--- config.mk ---
export PLATFORM = sky130hd
export DESIGN_NAME = rv32i_test_ctrl
export DESIGN_NICKNAME = d
export VERILOG_FILES = /design/src/rtl/rv32i_test_ctrl.sv
export SDC_FILE = /design/constraint.sdc
export NUM_CORES = 1
export LEC_CHECK = 0
export CAP_MARGIN = 20
export CORE_MARGIN = 8
export CORE_UTILIZATION = 30
export CTS_CLUSTER_DIAMETER = 30
export DETAILED_ROUTE_END_ITERATION = 8
export HOLD_SLACK_MARGIN = 0.02
export SLEW_MARGIN = 0
export SYNTH_ARGS = -nofsm -noshare
export SYNTH_HDL_FRONTEND = slang
export SYNTH_SLANG_ARGS = --single-unit
--- constraint.sdc ---
create_clock -name clk -period 2.87 [get_ports clk]
set_input_delay 0.287 -clock clk [delete_from_list [all_inputs] [get_ports clk]]
set_output_delay 0.287 -clock clk [all_outputs]
set_load 0.02 [all_outputs]
--- src/rtl/rv32i_test_ctrl.sv ---
`default_nettype none
// ============================================================================
// Module      : rv32i_test_ctrl
// Description : Regression sequencer for the rv32i core. Holds the core in
//               reset, releases it for one test run, watches the data-memory
//               write port for the riscv-tests "tohost" exit write, bounds
//               each run with a watchdog and tallies pass/fail over
//               NUM_TESTS runs.
// Optional    : `define TEST_CTRL_STOP_ON_FAIL_EN stops the regression at
//               the first failing (or timed-out) run.
// Ports       : clk, rst (async, active-high)
//               start_i                          begin regression (IDLE/DONE)
//               mem_we_i/mem_addr_i/mem_wdata_i  core data write port
//               core_rst_o                       reset to the core
//               busy_o, done_o                   sequencer status
//               test_idx_o                       current / last run index
//               pass_cnt_o, fail_cnt_o           regression tallies
//               result_valid_o/_pass_o/_timeout_o/_code_o  per-run result
// Revision    : 1.0 - initial release
// ============================================================================
module rv32i_test_ctrl #(
  parameter logic [31:0] TOHOST_ADDR    = 32'h8000_1000,
  parameter int          TIMEOUT_CYCLES = 100000,
  parameter int          NUM_TESTS      = 16,
  parameter int          RST_HOLD       = 8,
  localparam int         IW = (NUM_TESTS > 1) ? $clog2(NUM_TESTS) : 1,
  localparam int         CW = $clog2(NUM_TESTS + 1)
) (
  input  logic          clk,
  input  logic          rst,
  input  logic          start_i,
  input  logic          mem_we_i,
  input  logic [31:0]   mem_addr_i,
  input  logic [31:0]   mem_wdata_i,
  output logic          core_rst_o,
  output logic          busy_o,
  output logic          done_o,
  output logic [IW-1:0] test_idx_o,
  output logic [CW-1:0] pass_cnt_o,
  output logic [CW-1:0] fail_cnt_o,
  output logic          result_valid_o,
  output logic          result_pass_o,
  output logic          result_timeout_o,
  output logic [30:0]   result_code_o
);

  localparam int TW = $clog2(TIMEOUT_CYCLES);
  localparam int HW = (RST_HOLD > 1) ? $clog2(RST_HOLD) : 1;

  localparam logic [TW-1:0] TIMER_LAST = TW'(TIMEOUT_CYCLES - 1);
  localparam logic [HW-1:0] HOLD_LAST  = HW'(RST_HOLD - 1);
  localparam logic [IW-1:0] IDX_LAST   = IW'(NUM_TESTS - 1);

  typedef enum logic [2:0] {
    ST_IDLE   = 3'd0,
    ST_HOLD   = 3'd1,
    ST_RUN    = 3'd2,
    ST_RECORD = 3'd3,
    ST_DONE   = 3'd4
  } state_t;

  state_t        state_q, state_d;
  logic [HW-1:0] hold_cnt_q, hold_cnt_d;
  logic [TW-1:0] timer_q, timer_d;
  logic [IW-1:0] test_idx_q, test_idx_d;
  logic [CW-1:0] pass_cnt_q, pass_cnt_d;
  logic [CW-1:0] fail_cnt_q, fail_cnt_d;
  logic          res_pass_q, res_pass_d;
  logic          res_timeout_q, res_timeout_d;
  logic [30:0]   res_code_q, res_code_d;
  logic          core_rst_q, core_rst_d;
  logic          busy_q, busy_d;
  logic          done_q, done_d;
  logic          res_valid_q, res_valid_d;
  logic          exit_write;
  logic          stop_now;

  // Only odd tohost values terminate a test; even values are console/syscall
  // traffic in the riscv-tests convention and must be ignored.
  assign exit_write = mem_we_i && (mem_addr_i == TOHOST_ADDR) && mem_wdata_i[0];

`ifdef TEST_CTRL_STOP_ON_FAIL_EN
  assign stop_now = (test_idx_q == IDX_LAST) || !res_pass_q;
`else
  assign stop_now = (test_idx_q == IDX_LAST);
`endif

  always_comb begin
    state_d       = state_q;
    hold_cnt_d    = hold_cnt_q;
    timer_d       = timer_q;
    test_idx_d    = test_idx_q;
    pass_cnt_d    = pass_cnt_q;
    fail_cnt_d    = fail_cnt_q;
    res_pass_d    = res_pass_q;
    res_timeout_d = res_timeout_q;
    res_code_d    = res_code_q;

    unique case (state_q)
      ST_IDLE, ST_DONE: begin
        if (start_i) begin
          state_d    = ST_HOLD;
          hold_cnt_d = '0;
          test_idx_d = '0;
          pass_cnt_d = '0;
          fail_cnt_d = '0;
        end
      end
      ST_HOLD: begin
        if (hold_cnt_q == HOLD_LAST) begin
          state_d = ST_RUN;
          timer_d = '0;
        end else begin
          hold_cnt_d = hold_cnt_q + HW'(1);
        end
      end
      ST_RUN: begin
        timer_d = timer_q + TW'(1);
        // Exit write is checked first so it wins over a same-cycle timeout.
        if (exit_write) begin
          state_d       = ST_RECORD;
          res_pass_d    = (mem_wdata_i == 32'd1);
          res_timeout_d = 1'b0;
          res_code_d    = mem_wdata_i[31:1];
        end else if (timer_q == TIMER_LAST) begin
          state_d       = ST_RECORD;
          res_pass_d    = 1'b0;
          res_timeout_d = 1'b1;
          res_code_d    = '0;
        end
      end
      ST_RECORD: begin
        if (res_pass_q) pass_cnt_d = pass_cnt_q + CW'(1);
        else            fail_cnt_d = fail_cnt_q + CW'(1);
        if (stop_now) begin
          state_d = ST_DONE;
        end else begin
          state_d    = ST_HOLD;
          test_idx_d = test_idx_q + IW'(1);
          hold_cnt_d = '0;
        end
      end
      default: state_d = ST_IDLE;
    endcase

    // Status outputs are decoded from the next state so they are registered
    // yet line up with the state they describe.
    core_rst_d  = (state_d != ST_RUN);
    busy_d      = (state_d == ST_HOLD) || (state_d == ST_RUN) || (state_d == ST_RECORD);
    done_d      = (state_d == ST_DONE);
    res_valid_d = (state_d == ST_RECORD);
  end

  always_ff @(posedge clk or posedge rst) begin
    if (rst) begin
      state_q       <= ST_IDLE;
      hold_cnt_q    <= '0;
      timer_q       <= '0;
      test_idx_q    <= '0;
      pass_cnt_q    <= '0;
      fail_cnt_q    <= '0;
      res_pass_q    <= 1'b0;
      res_timeout_q <= 1'b0;
      res_code_q    <= '0;
      core_rst_q    <= 1'b1;
      busy_q        <= 1'b0;
      done_q        <= 1'b0;
      res_valid_q   <= 1'b0;
    end else begin
      state_q       <= state_d;
      hold_cnt_q    <= hold_cnt_d;
      timer_q       <= timer_d;
      test_idx_q    <= test_idx_d;
      pass_cnt_q    <= pass_cnt_d;
      fail_cnt_q    <= fail_cnt_d;
      res_pass_q    <= res_pass_d;
      res_timeout_q <= res_timeout_d;
      res_code_q    <= res_code_d;
      core_rst_q    <= core_rst_d;
      busy_q        <= busy_d;
      done_q        <= done_d;
      res_valid_q   <= res_valid_d;
    end
  end

  assign core_rst_o       = core_rst_q;
  assign busy_o           = busy_q;
  assign done_o           = done_q;
  assign test_idx_o       = test_idx_q;
  assign pass_cnt_o       = pass_cnt_q;
  assign fail_cnt_o       = fail_cnt_q;
  assign result_valid_o   = res_valid_q;
  assign result_pass_o    = res_pass_q;
  assign result_timeout_o = res_timeout_q;
  assign result_code_o    = res_code_q;

endmodule
`default_nettype wire

== After elaboration in Yosys (flattened, before gate mapping) ==
Cells that the tools add are included.

* Flip-flop bits (word level): 74
* Input bits: 68
* Output and inout bits: 51
* Logic and storage cells: 80

* Add/subtract/negate cells: 5
* Equality and inequality tests: 20
* Multiplexer cells: 26
* Reduce and logical (&&, ||, !) cells: 16

{| class="wikitable"
|+ Operators with widths
! operator !! count
|-
| $mux W31 || 2
|-
| $pmux W17 S2 || 1
|-
| $eq A32 B1 Y1 const B || 1
|-
| $eq A32 B32 Y1 const B || 1
|-
| $mux W3 || 8
|-
| $pmux W5 S2 || 2
|-
| $add A17 B1 Y17 const B || 1
|-
| $eq A17 B17 Y1 const B || 1
|-
| $mux W17 || 1
|-
| $mux W5 || 3
|-
| $eq A3 B2 Y1 const B || 4
|-
| $ne A2 B2 Y1 const B || 6
|-
| $pmux W3 S4 || 1
|-
| $add A5 B1 Y5 const B || 2
|-
| $eq A3 B3 Y1 const B || 3
|-
| $pmux W3 S3 || 1
|-
| $reduce_and A3 Y1 || 3
|-
| $mux W4 || 2
|-
| $pmux W4 S2 || 1
|-
| $eq A3 B1 Y1 const B || 2
|-
| $reduce_bool A2 Y1 || 3
|-
| $add A4 B1 Y4 const B || 1
|-
| $eq A4 B4 Y1 const B || 1
|-
| $mux W1 || 4
|-
| other kinds (9) || 12
|}

== Depth between registers and ports, before layout ==
Gate-level depths: netlist of the first run.

* Depth after elaboration: 8
* Mapped depth: 8
* Depth with buffers taken out: 6

== Least setup slack after synthesis of the first run ==
No wires, ideal clock.

* Kind: flip-flop to flip-flop
* From: reg hold_cnt_q[0]
* To: reg timer_q[10]
* Arrival time: 1.825 ns
* Setup slack: 0.914 ns
* Stages on the path, launching flop included: 9
* Cells stage by stage: dfrtp_1 > ha_1 > ha_1 > or4bb_1 > clkbuf_1 > and2_1 > buf_2 > o21ai_0 > o41ai_1

* Longest elaborated chain between the ends: 3

{| class="wikitable"
|+ Ends and longest elaborated chain
! element !! RTL line !! RTL
|-
| start, declared || 63 || <nowiki>logic [HW-1:0] hold_cnt_q, hold_cnt_d;</nowiki>
|-
| start signal, assigned || 171 || <nowiki>hold_cnt_q <= hold_cnt_d;</nowiki>
|-
| $eq A3 B3 Y1 || 110 || <nowiki>if (hold_cnt_q == HOLD_LAST) begin</nowiki>
|-
| $ne A2 B2 Y1 (no source line) || - ||
|-
| $reduce_and A2 Y1 (no source line) || - ||
|-
| end signal, assigned || 172 || <nowiki>timer_q <= timer_d;</nowiki>
|-
| end, declared || 64 || <nowiki>logic [TW-1:0] timer_q, timer_d;</nowiki>
|}

Every way passes these cells.
A chain may end at the register's enable or synchronous reset.

== Worst setup path in the final report of the first run ==
Same ends and word-level chain as after synthesis.

==> impl_metrics.ini, run 1 <==
[status]
status = finished clean

[placed_design]
portBuffers = 118
post_dp_cell_area_sq_um = 4980
post-place-ws_ns = 0.478
dpl.hpwl_mm = 7.69
globalplace.congestion = 0.768

[route]
routed-wl-met3_um = 940
routed_wl_mm = 10.4
wl_met1_mm = 4.45
via_per_inst = 4.99
top_layer = met4
drt_first_iter_violations = 142
wire_per_inst_um = 16.5
ant_nets = 0
post-route-drc-count = 0
firstDrtPassIters = 4
num_vias = 3141
wl_met2_mm = 4.79

[cts]
cts.reportedPaths.clkPinSlew_ns = 0.06
clkSinkCount = 74
cts_root_buf = clkbuf_16
cts_setup_buffers = 0
cts-htree-levels = 3
clkLatencyLatePin_ns = 0.33
cts_resized = 0
clockBufferDepth = 2
cts_tree = done
cts-buffers-inserted = 9
cts-hold-fix-buffers = 0

[finish]
area_growth_pct = 43.8
final_area_sq_um = 5280
seq_area_sq_um = 1850
drive_gt1_frac = 0.0664
fillers = 1137
antenna_cells = 0
multiInputGateArea_sq_um = 1570
nNetsFinal = 551

[grt]
grt_max_degree = 52
grt_first_pass_wirelength_mm = 17.1
antenna_found_initial = 0
grt_pass1_vias = 3353
grt_use_total = 0.132
overflow = 0

[synthesis]
yosysUniqueCellTypes = 46
synth_ff_type = dfrtp_1
yosysWarnings = 0
synth.most_common_cell = dfrtp_1
yosysTopAreaCell = dfrtp_1
ys_ff_latch = 74
yosysSeqAreaShare = 0.504
netlist_area_sq_um = 3670
synth_area_leaders = dfrtp_1 50%, mux2i_1 10%, o21ai_0 6.7%, inv_1 3.5%, nand2_1 3.0%
syn_inst = 359
synthTopCellsByCount = 73 x dfrtp_1, 49 x o21ai_0, 38 x mux2i_1
yosysTopAreaCellShare = 0.497
synth-async-reset-ratio = 1.00
synth-edff-count = 0
syn-mean-instance-area_sq_um = 10.2
synth.net_count = 433

[sta]
tns_ns = 0
rsz0062_at_grt = no
finalHoldViolations = 0
fin_crit_ns = 2.24
maxSlewViolCount = 0
finalClockSkew_ns = 0.00826
final-setup-viol-count = 0
tightestPinTransition_ns = 0.893
slew_headroom = 0.396
fmax_ghz = 0.447
finalCritPeriodShare = 0.779
layout_setup_ws_ns = 0.633

[critical_path]
cp.required_ns = 3.07
startpoint_type = flop
criticalPathCategory = reg -> reg
critPathCaptureType = flop
r2r_slack_ns = 0.63
cp_max_fo = 10
arrival_ns = 2.44
reg2regPathDepth = 6

[floorplan]
die_height_um = 127
coreArea_sq_um = 12000
rows = 40
dieArea_sq_um = 16000
ios = 119
start_util = 0.307
die_width_um = 127

[power_and_ir_drop]
pwr_density_cell_nw_per_um2 = 543
ir_drop_v = 0.000259
p_leak_nw = 2.41
power_mw = 2.87

[min_path]
hold_path_class = in -> async

[job]
max_cap_viol_count = 0
-- stage by stage --
step                      hold WS, ns   util  cells
after floorplan                 0.414      -    359
after global placement          0.451  0.416    613
after detailed placement        0.464  0.416    613
after CTS                       0.338  0.442    629
after global routing            0.366  0.442    629
final                           0.320  0.442    629
-- area by class of cell --
type / instances / share of cell area
sequential: 74 / 0.351
multi-input combinational: 233 / 0.296
timing repair buffer: 125 / 0.236
clock buffer: 12 / 0.0485
tap: 147 / 0.0348
inverter: 34 / 0.0242
clock inverter: 4 / 0.00947
-- critical path, stage by stage (launching register included) --
cell and delay (ns):
dfrtp_1 0.35, ha_1 0.15, ha_1 0.18, or4bb_1 0.70
and2_1 0.38, o21ai_0 0.23, o41ai_1 0.11
-- cell usage in the layout (no fill, tap or decap), types with 5 or more instances in the layout --
master	instances
buf_4	6
nand2_1	29
nand4_1	10
clkdlybuf4s50_1	118
dfrtp_1	73
ha_1	6
inv_1	33
clkbuf_16	9
a21oi_1	5
nand3_1	9
nor2_1	13
o21ai_0	49
nor4_1	14
and3_1	5
mux2i_1	38
xor2_1	6
-- report_power, final --
part	internal, mW	switching (mW)	total, mW
Combinational	0.270	0.254	0.524
Clock	0.719	0.423	1.14
Sequential	1.12	0.0785	1.20
-- logic make-up after synthesis --
logic type,count (synthesis),share of synthesized area
adder cells (fa/ha/maj),6,0.0204
buffers and inverters,52,0.0698
multiplexers,39,0.107
XOR/XNOR,6,0.0143
flip-flops,74,0.504
AO/OA/AOI/OAI,74,0.117
AND/OR/NAND/NOR,108,0.167
-- flip-flops by register name, indices dropped and copies added (netlist names) --
register / cells
core_rst_o: 1
pass_cnt_o: 5
timer_q: 17
busy_o: 1
result_pass_o: 1
result_timeout_o: 1
result_code_o: 31
hold_cnt_q: 3
done_o: 1
state_q: 3
test_idx_o: 4
fail_cnt_o: 5
result_valid_o: 1
-- metal layers --
layer | GRT usage | up-vias
met5 | 0 | -
met4 | 0.0553 | 0
met3 | 0.0561 | 17
met2 | 0.210 | 113
met1 | 0.154 | 1490
li1 | - | 1521
-- worst paths after layout --
path / start / endpoint
worst max-delay path: hold_cnt_q[0] / timer_q[10]
worst min-delay path: rst / test_idx_o[1]
worst max register to register: hold_cnt_q[0] / timer_q[10]
worst min register to register: timer_q[16] / timer_q[16]
max in group asynchronous: rst / state_q[0]
min in group clk: timer_q[16] / timer_q[16]
(Power assumes the default switching activity.)
==> run 2, diff against run 1 <==
==> constraint.sdc (replaced) <==
create_clock -name clk -period 2.1 [get_ports clk]
set_input_delay 0.21 -clock clk [delete_from_list [all_inputs] [get_ports clk]]
set_output_delay 0.21 -clock clk [all_outputs]
set_load 0.02 [all_outputs]
==> run 2 against run 1 <==
Clock skew hardly changed. Cell area is 3.0% higher. Setup slack worse by 0.47 ns. Clock power grew 65%. Die area is the same. Sequential power increased by 35%. Wire length is 2.4% lower. Via count increased by 1.6%. Hold slack worse by 0.11 ns. Fmax grew 15%. Power increased by 49%.
==> impl_metrics.ini, run 2 (synthesized netlist as in run 1, its figures left out) <==
[cts]
cts-htree-levels = 3
cts_setup_buffers = 0
cts-hold-fix-buffers = 0
cts_tree = done
cts.reportedPaths.clkPinSlew_ns = 0.06
clockBufferDepth = 2
cts_root_buf = clkbuf_16
clkLatencyLatePin_ns = 0.33
cts-buffers-inserted = 9
cts_resized = 0
clkSinkCount = 74

[floorplan]
rows = 40
die_height_um = 127
dieArea_sq_um = 16000
coreArea_sq_um = 12000
start_util = 0.307
ios = 119
die_width_um = 127

[finish]
nNetsFinal = 563
fillers = 1115
antenna_cells = 0
layout_commonest_cell = clkdlybuf4s50_1
area_growth_pct = 48.1
final_cell_mix = 118 x clkdlybuf4s50_1, 73 x dfrtp_1, 49 x o21ai_0
final_area_sq_um = 5440
stdcell_count = 640
fin_util = 0.455
drive_gt1_frac = 0.0892
largest_reg_flops = 31

[status]
status = finished clean

[placed_design]
post_dp_cell_area_sq_um = 5080
portBuffers = 118
globalplace.congestion = 0.804
post-place-ws_ns = -0.0860
dp.cells = 625
dpl.hpwl_mm = 7.81

[min_path]
hold_path_class = in -> async

[sta]
fin_crit_ns = 1.94
layout_setup_ws_ns = 0.159
tightestPinTransition_ns = 0.477
finalHoldViolations = 0
finalClockSkew_ns = 0.00822
fmax_ghz = 0.515
final-setup-viol-count = 0
finalCritPeriodShare = 0.924
holdWs_ns = 0.208
tns_ns = 0
slew_headroom = 0.680
maxSlewViolCount = 0
rsz0062_at_grt = no

[route]
firstDrtPassIters = 4
routed_wl_mm = 10.1
num_vias = 3190
ant_nets = 0
drt_first_iter_violations = 106
via_per_inst = 4.98
wire_per_inst_um = 15.8
post-route-drc-count = 0

[power_and_ir_drop]
p_switching_mw = 1.06
ir_drop_v = 0.000492
clkPwrFrac = 0.440
p_seq_frac = 0.378
p_comb_frac = 0.181
power_mw = 4.27
swShare = 0.248
p_leak_nw = 2.50
internal_power_mw = 3.21
pwr_density_cell_nw_per_um2 = 785

[grt]
grt_max_degree = 36
grt_use_total = 0.129
overflow = 0
grt_pass1_vias = 3378
grt_first_pass_wirelength_mm = 16.7
antenna_found_initial = 0

[job]
max_cap_viol_count = 0

[critical_path]
critPathCaptureType = flop
cp_max_fo = 35
startpoint = state_q[2]
cp.required_ns = 2.30
r2r-start = state_q[2]
startpoint_type = flop
criticalPathCategory = reg -> reg
arrival_ns = 2.14
run 2: routing by layer:
metal  routed length [um]  GRT usage  part of all wire  vias up
li1                     -          -                 -     1545
met3                  804     0.0515             0.079       10
met1                 4560      0.157              0.45     1544
met5                    0          0                 0        -
met4                  127     0.0427             0.013        0
met2                 4650      0.204              0.46       91
run 2: worst paths after layout:
kind,cells after the start,slack (ns),end
max in group asynchronous,3,1.29,result_code_o[11]
worst min register to register,1,0.48,timer_q[16]
worst min-delay path,2,0.21,result_code_o[5]
worst max-delay path,5,0.16,result_code_o[7]
min in group clk,3,0.45,result_code_o[5]
worst max register to register,5,0.16,result_code_o[7]
run 2: area by class of cell:
class,instances,area (sq um),area share
flip-flops and latches,74,1850,0.340
multi-input cells,233,1570,0.288
repair buffers,137,1350,0.248
clock buffers,9,225,0.0414
well taps,147,184,0.0338
clock inverters,6,138,0.0253
inverters,34,128,0.0234
run 2: worst max-delay path, cell delays in order (launching register included):
cell and delay [ns]:
dfrtp_1 0.48, nor3b_4 0.29, nand4_2 0.15, or3_2 0.51, buf_12 0.20, mux2i_1 0.16
run 2: power by group through the flow:
stage	logic [mW]	registers (mW)	clock network, mW
floorplan	0.373	1.68	0
global placement	0.765	1.64	0
detailed placement	0.784	1.64	0
CTS	0.787	1.62	1.91
global route	0.865	1.63	1.97
finish	0.775	1.62	1.88
==> run 3, diff against run 2 <==
--- a/config.mk
+++ b/config.mk
@@ -5,6 +5,7 @@
 export SDC_FILE = /design/constraint.sdc
 export NUM_CORES = 1
 export LEC_CHECK = 0
+export ABC_AREA = 1
 export CAP_MARGIN = 20
 export CORE_MARGIN = 8
 export CORE_UTILIZATION = 30
==> run 3 against run 2 <==
Clock power is 13% lower. Non-clock buffer count is 15 lower. Setup slack better by 0.20 ns. Clock skew is 0.00096 ns lower. First-iteration DRC count is 13% higher. Final cell count is 20% higher. Critical path depth is 3 higher. Sequential cell count stayed put. Critical path type unchanged. Largest cell class unchanged.
==> impl_metrics.ini, run 3 <==
[floorplan]
die_height_um = 127
die_width_um = 127
start_util = 0.308
ios = 119
coreArea_sq_um = 12100
rows = 40
dieArea_sq_um = 16200

[finish]
fillers = 1216
final_area_sq_um = 5400
nNetsFinal = 672
final_cell_mix = 145 x nand2_1, 118 x clkdlybuf4s50_1, 73 x dfrtp_1
drive_gt1_frac = 0.0631
largest_reg_flops = 31
antenna_cells = 0
layout_commonest_cell = nand2_1
area_growth_pct = 45.2

[sta]
tightestPinTransition_ns = 0.395
finalClockSkew_ns = 0.00726
rsz0062_at_grt = no
finalCritPeriodShare = 0.828
final-setup-viol-count = 0
finalHoldViolations = 0
maxSlewViolCount = 0
tns_ns = 0
slew_headroom = 0.735
layout_setup_ws_ns = 0.361
fin_crit_ns = 1.74
fmax_ghz = 0.575

[synthesis]
yosysWarnings = 0
syn_inst = 475
synthTopCellsByCount = 145 x nand2_1, 73 x dfrtp_1, 67 x nor2_1
synth.net_count = 549
yosysUniqueCellTypes = 30
synth_ff_type = dfrtp_1
yosysTopAreaCell = dfrtp_1
synth.most_common_cell = nand2_1
netlist_area_sq_um = 3720
ys_ff_latch = 74
yosysSeqAreaShare = 0.498
synth-async-reset-ratio = 1.00
syn-mean-instance-area_sq_um = 7.83
yosysTopAreaCellShare = 0.491
synth-edff-count = 0
synth_area_leaders = dfrtp_1 49%, nand2_1 15%, nand3_1 8.6%, nor2_1 6.8%, inv_1 3.2%

[cts]
cts-hold-fix-buffers = 0
cts_setup_buffers = 0
clkSinkCount = 74
cts-htree-levels = 3
cts.reportedPaths.clkPinSlew_ns = 0.06
clkLatencyLatePin_ns = 0.33
clockBufferDepth = 2
cts_resized = 0
cts_tree = done
cts_root_buf = clkbuf_16
cts-buffers-inserted = 9

[critical_path]
cp_cell_sequence = inv_2 -> nand3_4 -> clkinv_2 -> nand2_1 -> nor2_1 -> nand2_2 -> buf_4 -> nand4_1
startpoint_type = flop
critPathCaptureType = flop
cp.required_ns = 2.31
r2r_slack_ns = 0.36
max_stage_delay_ns = 0.41
criticalPathCategory = reg -> reg
cp_max_fo = 36
arrival_ns = 1.94
crit_family = buffers and inverters
slowest_stage = dfrtp_1
crit_buf_inv = 3

[grt]
grt_first_pass_wirelength_mm = 17.1
grt_pass1_vias = 3575
grt_max_degree = 75
grt_use_total = 0.129
antenna_found_initial = 0
overflow = 0

[min_path]
hold_path_class = in -> async

[power_and_ir_drop]
p_leak_nw = 2.52
pwr_density_cell_nw_per_um2 = 737
ir_drop_v = 0.000439

[route]
ant_nets = 0
firstDrtPassIters = 4
drt_first_iter_violations = 120
wire_per_inst_um = 13.5
routed_wl_mm = 10.4
via_per_inst = 4.49
post-route-drc-count = 0
num_vias = 3461

[placed_design]
post_dp_cell_area_sq_um = 5080
dpl.hpwl_mm = 7.80
post-place-ws_ns = 0.174
portBuffers = 118
globalplace.congestion = 0.829

[job]
max_cap_viol_count = 0

[status]
status = finished clean
run 3: path summary, 6_finish.rpt:
path / start / to / cells past startpoint
max in group asynchronous: rst / core_rst_o / 3
hold reg to reg: hold_cnt_q[0] / hold_cnt_q[0] / 1
setup reg to reg: state_q[0] / core_rst_o / 8
min in group clk: mem_wdata_i[23] / result_code_o[22] / 3
setup / recovery: state_q[0] / core_rst_o / 8
hold / removal: rst / result_code_o[18] / 3
run 3: routing by layer:
metal | wire, um | vias up | part of all wire | GRT usage
li1 | - | 1776 | - | -
met1 | 4630 | 1587 | 0.45 | 0.156
met2 | 4810 | 96 | 0.46 | 0.203
met3 | 878 | 2 | 0.085 | 0.0574
met4 | 51 | 0 | 0.0049 | 0.0385
met5 | 0 | - | 0 | 0
run 3: worst reg2reg max path, cell delays in order (launching register included):
cell and delay [ns]:
dfrtp_1 0.41, inv_2 0.06, nand3_4 0.14, clkinv_2 0.22, nand2_1 0.14, nor2_1 0.05
nand2_2 0.05, buf_4 0.32, nand4_1 0.23
run 3: final cells by class:
class / instances / area, sq um / area share
timing repair buffer: 122 / 1240 / 0.229
clock inverter: 6 / 90.1 / 0.0167
multi-input combinational: 350 / 1630 / 0.302
clock buffer: 9 / 225 / 0.0417
sequential: 74 / 1850 / 0.343
tap: 168 / 210 / 0.0389
inverter: 41 / 155 / 0.0287
run 3: cells by family (layout without fill, tap and decap cells):
| group | after synthesis | count (layout) | share of synthesized area |
|---|---|---|---|
| and+or+nand+nor | 305 | 305 | 0.354 |
| DFF | 74 | 74 | 0.498 |
| buffers and inverters | 51 | 178 | 0.0636 |
| AOI/OAI and AO/OA | 31 | 31 | 0.0441 |
| xor gates and xnor gates | 7 | 7 | 0.0165 |
| adders and majority gates | 6 | 6 | 0.0202 |
| muxes | 1 | 1 | 0.00269 |
run 3: where the power goes:
group | switching (mW) | internal, mW
Sequential | 0.0872 | 1.52
Clock | 0.596 | 1.04
Combinational | 0.419 | 0.316
run 3: through the flow:
step	util	hold slack (ns)	instances	power, mW
2_1_floorplan	-	0.327	475	2.05
3_3_place_gp	0.421	0.463	755	2.36
3_5_place_dp	0.421	0.471	755	2.38
4_1_cts	0.448	0.302	770	4.03
5_1_grt	0.448	0.318	770	4.19
6_report	0.448	0.287	770	3.98
